`src/rtl/instr_enc_pkg.sv`:
```
// -----------------------------------------------------------------------------
// instr_enc_pkg
// Shared definitions for the instruction encoder and the control decoder:
// mnemonic codes, opcode/funct constants, field widths, FSM state type and
// small packing helpers. Both blocks import this package so that the
// encodings can never drift apart.
// -----------------------------------------------------------------------------
package instr_enc_pkg;

    // Field widths of the 32-bit instruction word and the session interface.
    localparam int unsigned INSTR_W = 32;
    localparam int unsigned ADDR_W  = 30;
    localparam int unsigned LEN_W   = 8;
    localparam int unsigned MNEM_W  = 5;
    localparam int unsigned OP_W    = 6;
    localparam int unsigned REG_W   = 5;
    localparam int unsigned SHAMT_W = 5;
    localparam int unsigned FUNCT_W = 6;
    localparam int unsigned IMM_W   = 16;
    localparam int unsigned TGT_W   = 26;

    // Mnemonic codes presented on mnem_i; any other value is illegal.
    typedef enum logic [MNEM_W-1:0] {
        MN_ADD   = 5'd0,
        MN_SUB   = 5'd1,
        MN_AND   = 5'd2,
        MN_OR    = 5'd3,
        MN_SLT   = 5'd4,
        MN_LW    = 5'd5,
        MN_SW    = 5'd6,
        MN_J     = 5'd7,
        MN_BLE   = 5'd8,
        MN_BLTZ  = 5'd9,
        MN_BEQ   = 5'd10,
        MN_BNE   = 5'd11,
        MN_ADDI  = 5'd12,
        MN_SLTIU = 5'd13,
        MN_SLTI  = 5'd14,
        MN_ORI   = 5'd15,
        MN_LUI   = 5'd16
    } mnem_e;

    // Primary opcodes.
    localparam logic [OP_W-1:0] OP_RTYPE = 6'h00;
    localparam logic [OP_W-1:0] OP_LW    = 6'h23;
    localparam logic [OP_W-1:0] OP_SW    = 6'h2B;
    localparam logic [OP_W-1:0] OP_J     = 6'h02;
    localparam logic [OP_W-1:0] OP_BLE   = 6'h06;
    localparam logic [OP_W-1:0] OP_BLTZ  = 6'h01;
    localparam logic [OP_W-1:0] OP_BEQ   = 6'h04;
    localparam logic [OP_W-1:0] OP_BNE   = 6'h05;
    localparam logic [OP_W-1:0] OP_ADDI  = 6'h08;
    localparam logic [OP_W-1:0] OP_SLTIU = 6'h09;
    localparam logic [OP_W-1:0] OP_SLTI  = 6'h0A;
    localparam logic [OP_W-1:0] OP_ORI   = 6'h0D;
    localparam logic [OP_W-1:0] OP_LUI   = 6'h0F;

    // R-type function codes.
    localparam logic [FUNCT_W-1:0] FN_ADD = 6'h20;
    localparam logic [FUNCT_W-1:0] FN_SUB = 6'h22;
    localparam logic [FUNCT_W-1:0] FN_AND = 6'h24;
    localparam logic [FUNCT_W-1:0] FN_OR  = 6'h25;
    localparam logic [FUNCT_W-1:0] FN_SLT = 6'h2A;

    // Word emitted in place of an illegal mnemonic.
    localparam logic [INSTR_W-1:0] NOP_WORD = 32'h0000_0000;

    // Session controller states.
    typedef enum logic [1:0] {
        ST_IDLE  = 2'd0,
        ST_RUN   = 2'd1,
        ST_DRAIN = 2'd2
    } state_e;

    function automatic logic [INSTR_W-1:0] pack_r(
        input logic [REG_W-1:0]   rs,
        input logic [REG_W-1:0]   rt,
        input logic [REG_W-1:0]   rd,
        input logic [FUNCT_W-1:0] funct
    );
        return {OP_RTYPE, rs, rt, rd, {SHAMT_W{1'b0}}, funct};
    endfunction

    function automatic logic [INSTR_W-1:0] pack_i(
        input logic [OP_W-1:0]  op,
        input logic [REG_W-1:0] rs,
        input logic [REG_W-1:0] rt,
        input logic [IMM_W-1:0] imm
    );
        return {op, rs, rt, imm};
    endfunction

    function automatic logic [INSTR_W-1:0] pack_j(
        input logic [OP_W-1:0]  op,
        input logic [TGT_W-1:0] target
    );
        return {op, target};
    endfunction

endpackage

```
`src/rtl/instr_pack.sv`:
```
// -----------------------------------------------------------------------------
// instr_pack
// Purely combinational field packer: turns a mnemonic plus register,
// immediate and target fields into a 32-bit instruction word.
//
// Ports:
//   mnem_i     mnemonic code (instr_enc_pkg::mnem_e values)
//   rs_i/rt_i/rd_i register fields
//   imm_i      16-bit immediate
//   target_i   26-bit jump target
//   word_o     packed instruction word (nop for an illegal mnemonic)
//   illegal_o  high when mnem_i is not a known mnemonic
// -----------------------------------------------------------------------------
module instr_pack
    import instr_enc_pkg::*;
(
    input  logic [MNEM_W-1:0]  mnem_i,
    input  logic [REG_W-1:0]   rs_i,
    input  logic [REG_W-1:0]   rt_i,
    input  logic [REG_W-1:0]   rd_i,
    input  logic [IMM_W-1:0]   imm_i,
    input  logic [TGT_W-1:0]   target_i,
    output logic [INSTR_W-1:0] word_o,
    output logic               illegal_o
);

    always_comb begin
        // NOTE: every output gets a default before the case so no path leaves
        // it unassigned; otherwise synthesis infers a latch.
        word_o    = NOP_WORD;
        illegal_o = 1'b0;
        case (mnem_e'(mnem_i))
            MN_ADD:   word_o = pack_r(rs_i, rt_i, rd_i, FN_ADD);
            MN_SUB:   word_o = pack_r(rs_i, rt_i, rd_i, FN_SUB);
            MN_AND:   word_o = pack_r(rs_i, rt_i, rd_i, FN_AND);
            MN_OR:    word_o = pack_r(rs_i, rt_i, rd_i, FN_OR);
            MN_SLT:   word_o = pack_r(rs_i, rt_i, rd_i, FN_SLT);
            MN_LW:    word_o = pack_i(OP_LW,    rs_i, rt_i, imm_i);
            MN_SW:    word_o = pack_i(OP_SW,    rs_i, rt_i, imm_i);
            MN_BLE:   word_o = pack_i(OP_BLE,   rs_i, rt_i, imm_i);
            MN_BEQ:   word_o = pack_i(OP_BEQ,   rs_i, rt_i, imm_i);
            MN_BNE:   word_o = pack_i(OP_BNE,   rs_i, rt_i, imm_i);
            MN_ADDI:  word_o = pack_i(OP_ADDI,  rs_i, rt_i, imm_i);
            MN_SLTIU: word_o = pack_i(OP_SLTIU, rs_i, rt_i, imm_i);
            MN_SLTI:  word_o = pack_i(OP_SLTI,  rs_i, rt_i, imm_i);
            MN_ORI:   word_o = pack_i(OP_ORI,   rs_i, rt_i, imm_i);
            // bltz compares rs against zero, so the rt slot is forced to 0.
            MN_BLTZ:  word_o = pack_i(OP_BLTZ,  rs_i, {REG_W{1'b0}}, imm_i);
            // lui has no source register.
            MN_LUI:   word_o = pack_i(OP_LUI,   {REG_W{1'b0}}, rt_i, imm_i);
            MN_J:     word_o = pack_j(OP_J, target_i);
            default:  illegal_o = 1'b1;
        endcase
    end

endmodule

```
`src/rtl/instr_encoder.sv`:
```
// -----------------------------------------------------------------------------
// instr_encoder
// Streams encoded instruction words into an instruction-memory write port.
// A session is opened by start_i with a base word address and a word count;
// each accepted request is packed by instr_pack and held in a one-entry
// output register together with its address until the downstream port takes
// it. Illegal mnemonics are replaced by a nop so the word count is preserved.
//
// Configuration macro: INSTR_ENCODER_CHECKSUM_EN adds csum_o, the XOR of all
// words that completed the output handshake since the last start_i.
//
// Ports:
//   clk_i, rst_i            clock, synchronous active-high reset
//   start_i                 one-cycle session start (ignored unless idle)
//   base_addr_i, len_i      session base word address and word count
//   in_valid_i/in_ready_o   request handshake
//   mnem_i, rs_i, rt_i, rd_i, imm_i, target_i   request fields
//   instr_valid_o/instr_ready_i  output handshake
//   instr_o, addr_o         encoded word and its word address
//   busy_o                  session active
//   done_o                  one-cycle pulse at session end
//   err_o                   sticky illegal-mnemonic flag
//   csum_o                  running XOR checksum (checksum build only)
// -----------------------------------------------------------------------------
module instr_encoder
    import instr_enc_pkg::*;
(
    input  logic               clk_i,
    input  logic               rst_i,
    input  logic               start_i,
    input  logic [ADDR_W-1:0]  base_addr_i,
    input  logic [LEN_W-1:0]   len_i,
    input  logic               in_valid_i,
    output logic               in_ready_o,
    input  logic [MNEM_W-1:0]  mnem_i,
    input  logic [REG_W-1:0]   rs_i,
    input  logic [REG_W-1:0]   rt_i,
    input  logic [REG_W-1:0]   rd_i,
    input  logic [IMM_W-1:0]   imm_i,
    input  logic [TGT_W-1:0]   target_i,
    output logic               instr_valid_o,
    input  logic               instr_ready_i,
    output logic [INSTR_W-1:0] instr_o,
    output logic [ADDR_W-1:0]  addr_o,
    output logic               busy_o,
    output logic               done_o,
    output logic               err_o
`ifdef INSTR_ENCODER_CHECKSUM_EN
    ,
    output logic [INSTR_W-1:0] csum_o
`endif
);

    state_e state_q, state_d;

    logic [LEN_W-1:0]   len_q,         len_d;
    logic [LEN_W-1:0]   cnt_q,         cnt_d;       // words accepted this session
    logic [ADDR_W-1:0]  next_addr_q,   next_addr_d; // address for the next accepted word
    logic               instr_valid_q, instr_valid_d;
    logic [INSTR_W-1:0] instr_q,       instr_d;
    logic [ADDR_W-1:0]  addr_q,        addr_d;
    logic               err_q,         err_d;
    logic               done_len0_q,   done_len0_d; // done pulse for an empty session

    logic [INSTR_W-1:0] pack_word;
    logic               pack_illegal;

    logic start_ok;
    logic in_fire;
    logic out_fire;
    logic last_accept;

    instr_pack u_pack (
        .mnem_i    (mnem_i),
        .rs_i      (rs_i),
        .rt_i      (rt_i),
        .rd_i      (rd_i),
        .imm_i     (imm_i),
        .target_i  (target_i),
        .word_o    (pack_word),
        .illegal_o (pack_illegal)
    );

    assign start_ok    = (state_q == ST_IDLE) && start_i;
    assign out_fire    = instr_valid_q && instr_ready_i;
    assign in_fire     = in_valid_i && in_ready_o;
    assign last_accept = in_fire && ((cnt_q + LEN_W'(1)) == len_q);

    // ---------------------------------------------------------------- FSM --
    always_ff @(posedge clk_i) begin
        // NOTE: sequential state uses non-blocking assignments so every
        // register samples pre-edge values regardless of statement order.
        if (rst_i) begin
            state_q <= ST_IDLE;
        end else begin
            state_q <= state_d;
        end
    end

    always_comb begin
        state_d = state_q;
        case (state_q)
            ST_IDLE:  if (start_ok && (len_i != '0)) state_d = ST_RUN;
            ST_RUN:   if (last_accept)               state_d = ST_DRAIN;
            // The last word is in the output register for the whole of DRAIN.
            ST_DRAIN: if (out_fire)                  state_d = ST_IDLE;
            default:                                 state_d = ST_IDLE;
        endcase
    end

    always_comb begin
        // A full output register can still take a new word if it is being
        // drained in the same cycle, which gives one word per cycle.
        in_ready_o = (state_q == ST_RUN) && (!instr_valid_q || instr_ready_i);
        busy_o     = (state_q != ST_IDLE);
        done_o     = done_len0_q || ((state_q == ST_DRAIN) && out_fire);
    end

    // ----------------------------------------------------------- datapath --
    always_comb begin
        len_d         = len_q;
        cnt_d         = cnt_q;
        next_addr_d   = next_addr_q;
        instr_valid_d = instr_valid_q;
        instr_d       = instr_q;
        addr_d        = addr_q;
        err_d         = err_q;
        done_len0_d   = 1'b0;

        if (start_ok) begin
            len_d       = len_i;
            cnt_d       = '0;
            next_addr_d = base_addr_i;
            err_d       = 1'b0;
            done_len0_d = (len_i == '0);
        end

        if (out_fire) begin
            instr_valid_d = 1'b0;
        end

        // Loading wins over draining: a word accepted while the previous one
        // leaves keeps the register full.
        if (in_fire) begin
            instr_valid_d = 1'b1;
            instr_d       = pack_word;
            addr_d        = next_addr_q;
            next_addr_d   = next_addr_q + ADDR_W'(1);
            cnt_d         = cnt_q + LEN_W'(1);
            if (pack_illegal) begin
                err_d = 1'b1;
            end
        end
    end

    always_ff @(posedge clk_i) begin
        // NOTE: the output word register is reset as well as the control bits,
        // because instr_o/addr_o must read zero out of reset.
        if (rst_i) begin
            len_q         <= '0;
            cnt_q         <= '0;
            next_addr_q   <= '0;
            instr_valid_q <= 1'b0;
            instr_q       <= '0;
            addr_q        <= '0;
            err_q         <= 1'b0;
            done_len0_q   <= 1'b0;
        end else begin
            len_q         <= len_d;
            cnt_q         <= cnt_d;
            next_addr_q   <= next_addr_d;
            instr_valid_q <= instr_valid_d;
            instr_q       <= instr_d;
            addr_q        <= addr_d;
            err_q         <= err_d;
            done_len0_q   <= done_len0_d;
        end
    end

    assign instr_valid_o = instr_valid_q;
    assign instr_o       = instr_q;
    assign addr_o        = addr_q;
    assign err_o         = err_q;

    // ----------------------------------------------------------- checksum --
`ifdef INSTR_ENCODER_CHECKSUM_EN
    logic [INSTR_W-1:0] csum_q, csum_d;

    always_comb begin
        csum_d = csum_q;
        if (start_ok) begin
            csum_d = '0;
        end else if (out_fire) begin
            csum_d = csum_q ^ instr_q;
        end
    end

    always_ff @(posedge clk_i) begin
        if (rst_i) begin
            csum_q <= '0;
        end else begin
            csum_q <= csum_d;
        end
    end

    // Fold in the word completing its handshake now so the value already
    // covers the last word in the done_o cycle.
    assign csum_o = out_fire ? (csum_q ^ instr_q) : csum_q;
`endif

endmodule

```
`config.mk`:
```
export PLATFORM = sky130hd
export DESIGN_NAME = instr_encoder
export DESIGN_NICKNAME = d
export VERILOG_FILES = /design/src/rtl/instr_enc_pkg.sv /design/src/rtl/instr_pack.sv /design/src/rtl/instr_encoder.sv
export SDC_FILE = /design/constraint.sdc
export NUM_CORES = 1
export LEC_CHECK = 0
export CORE_MARGIN = 2
export CORE_UTILIZATION = 48
export CTS_BUF_LIST = sky130_fd_sc_hd__clkbuf_4 sky130_fd_sc_hd__clkbuf_8
export DETAILED_ROUTE_END_ITERATION = 12
export GPL_TIMING_DRIVEN = 0
export PLACE_DENSITY = 0.82
export SLEW_MARGIN = 20
export SYNTH_ARGS = -nofsm -noshare
export SYNTH_HDL_FRONTEND = slang
export SYNTH_SLANG_ARGS = --single-unit
```
`constraint.sdc`:
```
create_clock -name clk_i -period 2.5 [get_ports clk_i]
set_input_delay 0.75 -clock clk_i [delete_from_list [all_inputs] [get_ports clk_i]]
set_output_delay 0.75 -clock clk_i [all_outputs]
set_load 0.01 [all_outputs]
```
==> qor.yml <==
logic_synthesis:
  dominantRegCellSynth: "sky130_fd_sc_hd__dfxtp_1"
  synth.avg_cell_area_um2: 7.81
  ys_seq_elements: 112
  syn-cell-area_mm2: 0.00553
  mappedNetlistNets: 815
  synth_edf_count: 0
  synth_cell_type_count: 71
  synth_sequential_area_ratio_pct: 40.5
  async_flop_share_pct: 0
  post_synthesis_instance_total: 708
  synth-warning-count: 0
worst_setup_path:
  worst-path-max-fanout: 19
  setup.worst_path.start_class: "primary input"
  cp_cell_sequence: "clkdlybuf4s50_1 > and3_1 > clkbuf_1 > buf_4 > nand2_1 > or2_2 > a31oi_1"
  kind_of_cell_with_the_highest_combined_delay_on_the_critical_path: "buffers and inverters"
  setup.worst_path.class: "in -> reg"
  r2r_end: "state_q[1]"
  worst_endpoint_data_arrival_time_ns: 2.69
  slowest_stage: "sky130_fd_sc_hd__clkdlybuf4s50_1"
  worst-path-stages: 7
  timing.critical_path.slowest_cell_delay_ns: 0.56
  rr_worst_depth: 5
  startpoint: "in_valid_i"
  critPathBufInv: 3
  r2r_setup_slack_ns: 0.36
  cp_data_required_time_ns: 2.80
  worst_r2r_startpoint: "cnt_q[1]"
  cp-end-kind: "flop"
  endpoint: "next_addr_q[22]"
timing:
  final.setup_skew_ns: 0.0117
  hold_viol_final: 0
  post-route-min-period_ns: 2.39
  setup_repair_after_global_routing_missed_its_margin: "no"
  post-route-period-util_pct: 95.5
  tightestPinTransition_ns: 0.744
  layout_setup_ws_ns: 0.111
  timing_max_transition_violations_final: 0
  maxSlewHeadroom_pct: 50.4
  max_freq_mhz: 419
  final-setup-viol-count: 0
  hold_slack_ns: 0.459
die:
  core_mm2: 0.0113
  fp.dieArea_mm2: 0.0124
  fp.dieH_um: 111
  row_count: 39
  die_w_um: 111
  num_io_pins: 172
  start_util_pct: 48.9
detailed_routing:
  post-route-drc-count: 0
  post_drt_wl_per_cell_um: 17.8
  drt-total-wl_um: 18400
  ant_nets: 0
  initialDrtViolationCount: 564
  num_vias: 6123
  drt_pass1_iterations: 5
  drt-vias-per-instance: 5.91
clock_network:
  clkSinkCount: 112
  cts_hold_repair.buffers: 0
  worstSkewPairLatency_ns: 0.38
  clk_root_buffer_cell: "sky130_fd_sc_hd__clkbuf_8"
  cts-root-to-sink-buffers: 2
  cts_tree: "done"
  clk_transition_reported_paths_ns: 0.10
  ctsHtreeMaxLevel: 3
  tritoncts.num_buffers: 9
placed_design:
  place_ws_ns: -0.574
  detailed_place_hpwl_um: 13800
  gpl.final_weighted_congestion: 1.01
  buffer_ports.inserted: 168
  numPlacedInstances: 1019
layout:
  mostFrequentLayoutCell: "sky130_fd_sc_hd__clkdlybuf4s50_1"
  final_cell_mix: "sky130_fd_sc_hd__clkdlybuf4s50_1, sky130_fd_sc_hd__nand2_1, sky130_fd_sc_hd__dfxtp_1, sky130_fd_sc_hd__a21oi_1, sky130_fd_sc_hd__nor2_1"
  final_cell_count_no_fill: 1036
  nFillCells: 1003
  syn_to_final_growth_pct: 38.2
  finish.net_count: 994
  post_route_cells_drive_above_1_share_pct: 8.41
power:
  irDropWorstVdd_mv: 0.289
  total_leakage_power_nw: 2.70
  pwr_density_cell_mw_per_mm2: 495
global_route:
  overflow: 0
  antenna_found_initial: 1
  globalRouteTotalUtil_pct: 29.4
  grt_first_pass_wirelength_um: 29600
  grt_start_max_net_pins: 18
  first_global_vias: 5835
status:
  outcome: "finished, final reports clean"
job:
  number_of_max_capacitance_violations_reported: 0
min_path:
  hold_path.class: "reg -> reg"
through the flow:
step / power (mW) / instance area (um2) / setup TNS [ns] / util [%]
global route: 3.94 / 7650 / 0 / 67.5
finish: 3.79 / 7650 / 0 / 67.5
CTS: 3.79 / 7640 / 0 / 67.5
global placement: 2.61 / 7390 / -41.95 / 65.3
floorplan: 2.27 / 5530 / 0 / -
detailed placement: 2.63 / 7390 / -45.94 / 65.3
registers in the layout, indices dropped and copies added (netlist names):
signal	flops
addr_o	30
cnt_q	8
done_len0_q	1
err_o	1
instr_o	31
instr_valid_o	1
len_q	8
next_addr_q	30
state_q	2
cells in the mapped netlist, drive strengths merged, types with 2 or more instances:
library cell	n	area share, %
nand2	130	8.8
dfxtp	112	41
a21oi	79	7.1
nor2	50	3.4
o21ai	33	3.0
clkbuf	28	1.9
a22oi	27	3.7
buf	27	2.5
nand3	23	2.2
inv	16	1.1
nor3	16	1.6
nor4	16	1.8
nand4	14	1.7
xnor2	11	1.7
and3	9	1.0
and4	8	1.4
mux2	8	1.6
a311oi	7	1.1
a31oi	6	0.68
a21o	5	0.68
a221o	5	0.90
nand3b	5	0.68
a211oi	4	0.54
o211ai	4	0.54
o22ai	4	0.45
or3	4	0.45
xor2	4	0.63
a2111oi	3	0.59
a21boi	3	0.41
a2bb2oi	3	0.48
and2	3	0.34
nor2b	3	0.34
or2	3	0.34
a221oi	2	0.43
a311o	2	0.36
ha	2	0.45
nand2b	2	0.23
nor3b	2	0.27
o21a	2	0.27
o221ai	2	0.32
o311ai	2	0.32
power breakdown:
part | switching (mW) | total, mW | internal [mW]
Clock | 0.630 | 1.18 | 0.547
Combinational | 0.338 | 0.675 | 0.337
Sequential | 0.0764 | 1.93 | 1.86
Total | 1.04 | 3.79 | 2.74
layout make-up:
class                           count  area, um2  area share, %
Antenna cell                        1       2.50         0.0327
Multi-Input combinational cell    525       3000           39.3
Inverter                           16       60.1          0.785
Timing Repair Buffer              169       1690           22.1
Clock buffer                       12        165           2.16
Buffer                             54        254           3.32
Sequential cell                   112       2240           29.3
Clock inverter                      4       51.3          0.671
Tap cell                          143        179           2.34
worst min path at each step:
stage | startpoint | endpoint | depth (start not counted)
after floorplan | next_addr_q[27] | addr_o[27] | 2
after global placement | addr_o[6] | addr_o[6] | 2
after detailed placement | addr_o[20] | addr_o[20] | 2
after CTS | addr_o[20] | addr_o[20] | 2
after global routing | addr_o[20] | addr_o[20] | 2
final | addr_o[24] | addr_o[24] | 2
worst reg2reg max path, cell delays in order (launching register included):
cell and delay [ns]:
sky130_fd_sc_hd__dfxtp_1 0.47, sky130_fd_sc_hd__nand4_1 0.22, sky130_fd_sc_hd__or3_1 0.44, sky130_fd_sc_hd__a2111oi_2 0.41, sky130_fd_sc_hd__nand4_1 0.22, sky130_fd_sc_hd__a221oi_2 0.30
kinds of logic after synthesis:
kind of cell	after synthesis	synth area share [%]
buf+inv	71	5.45
xor+xnor	15	2.37
compound gates	204	23.8
mux	9	1.81
other cells	1	0.0678
fa+ha+maj	2	0.452
flops	112	40.5
simple gates	294	25.6
what timing repair did:
item                       CTS  global route
setup endpoints to repair   76            41
gates resized for setup     16            11
hold endpoints to repair     0             0
buffers inserted             1             0
layer usage:
layer | global-route usage (%) | vias up | share of wire (%)
li1 | - | 2908 | -
met4 | 12.8 | 0 | 2.8
met3 | 7.89 | 44 | 11
met5 | 0 | - | 0
met2 | 49.5 | 365 | 48
met1 | 35.4 | 2806 | 38
(Power assumes the default switching activity.)
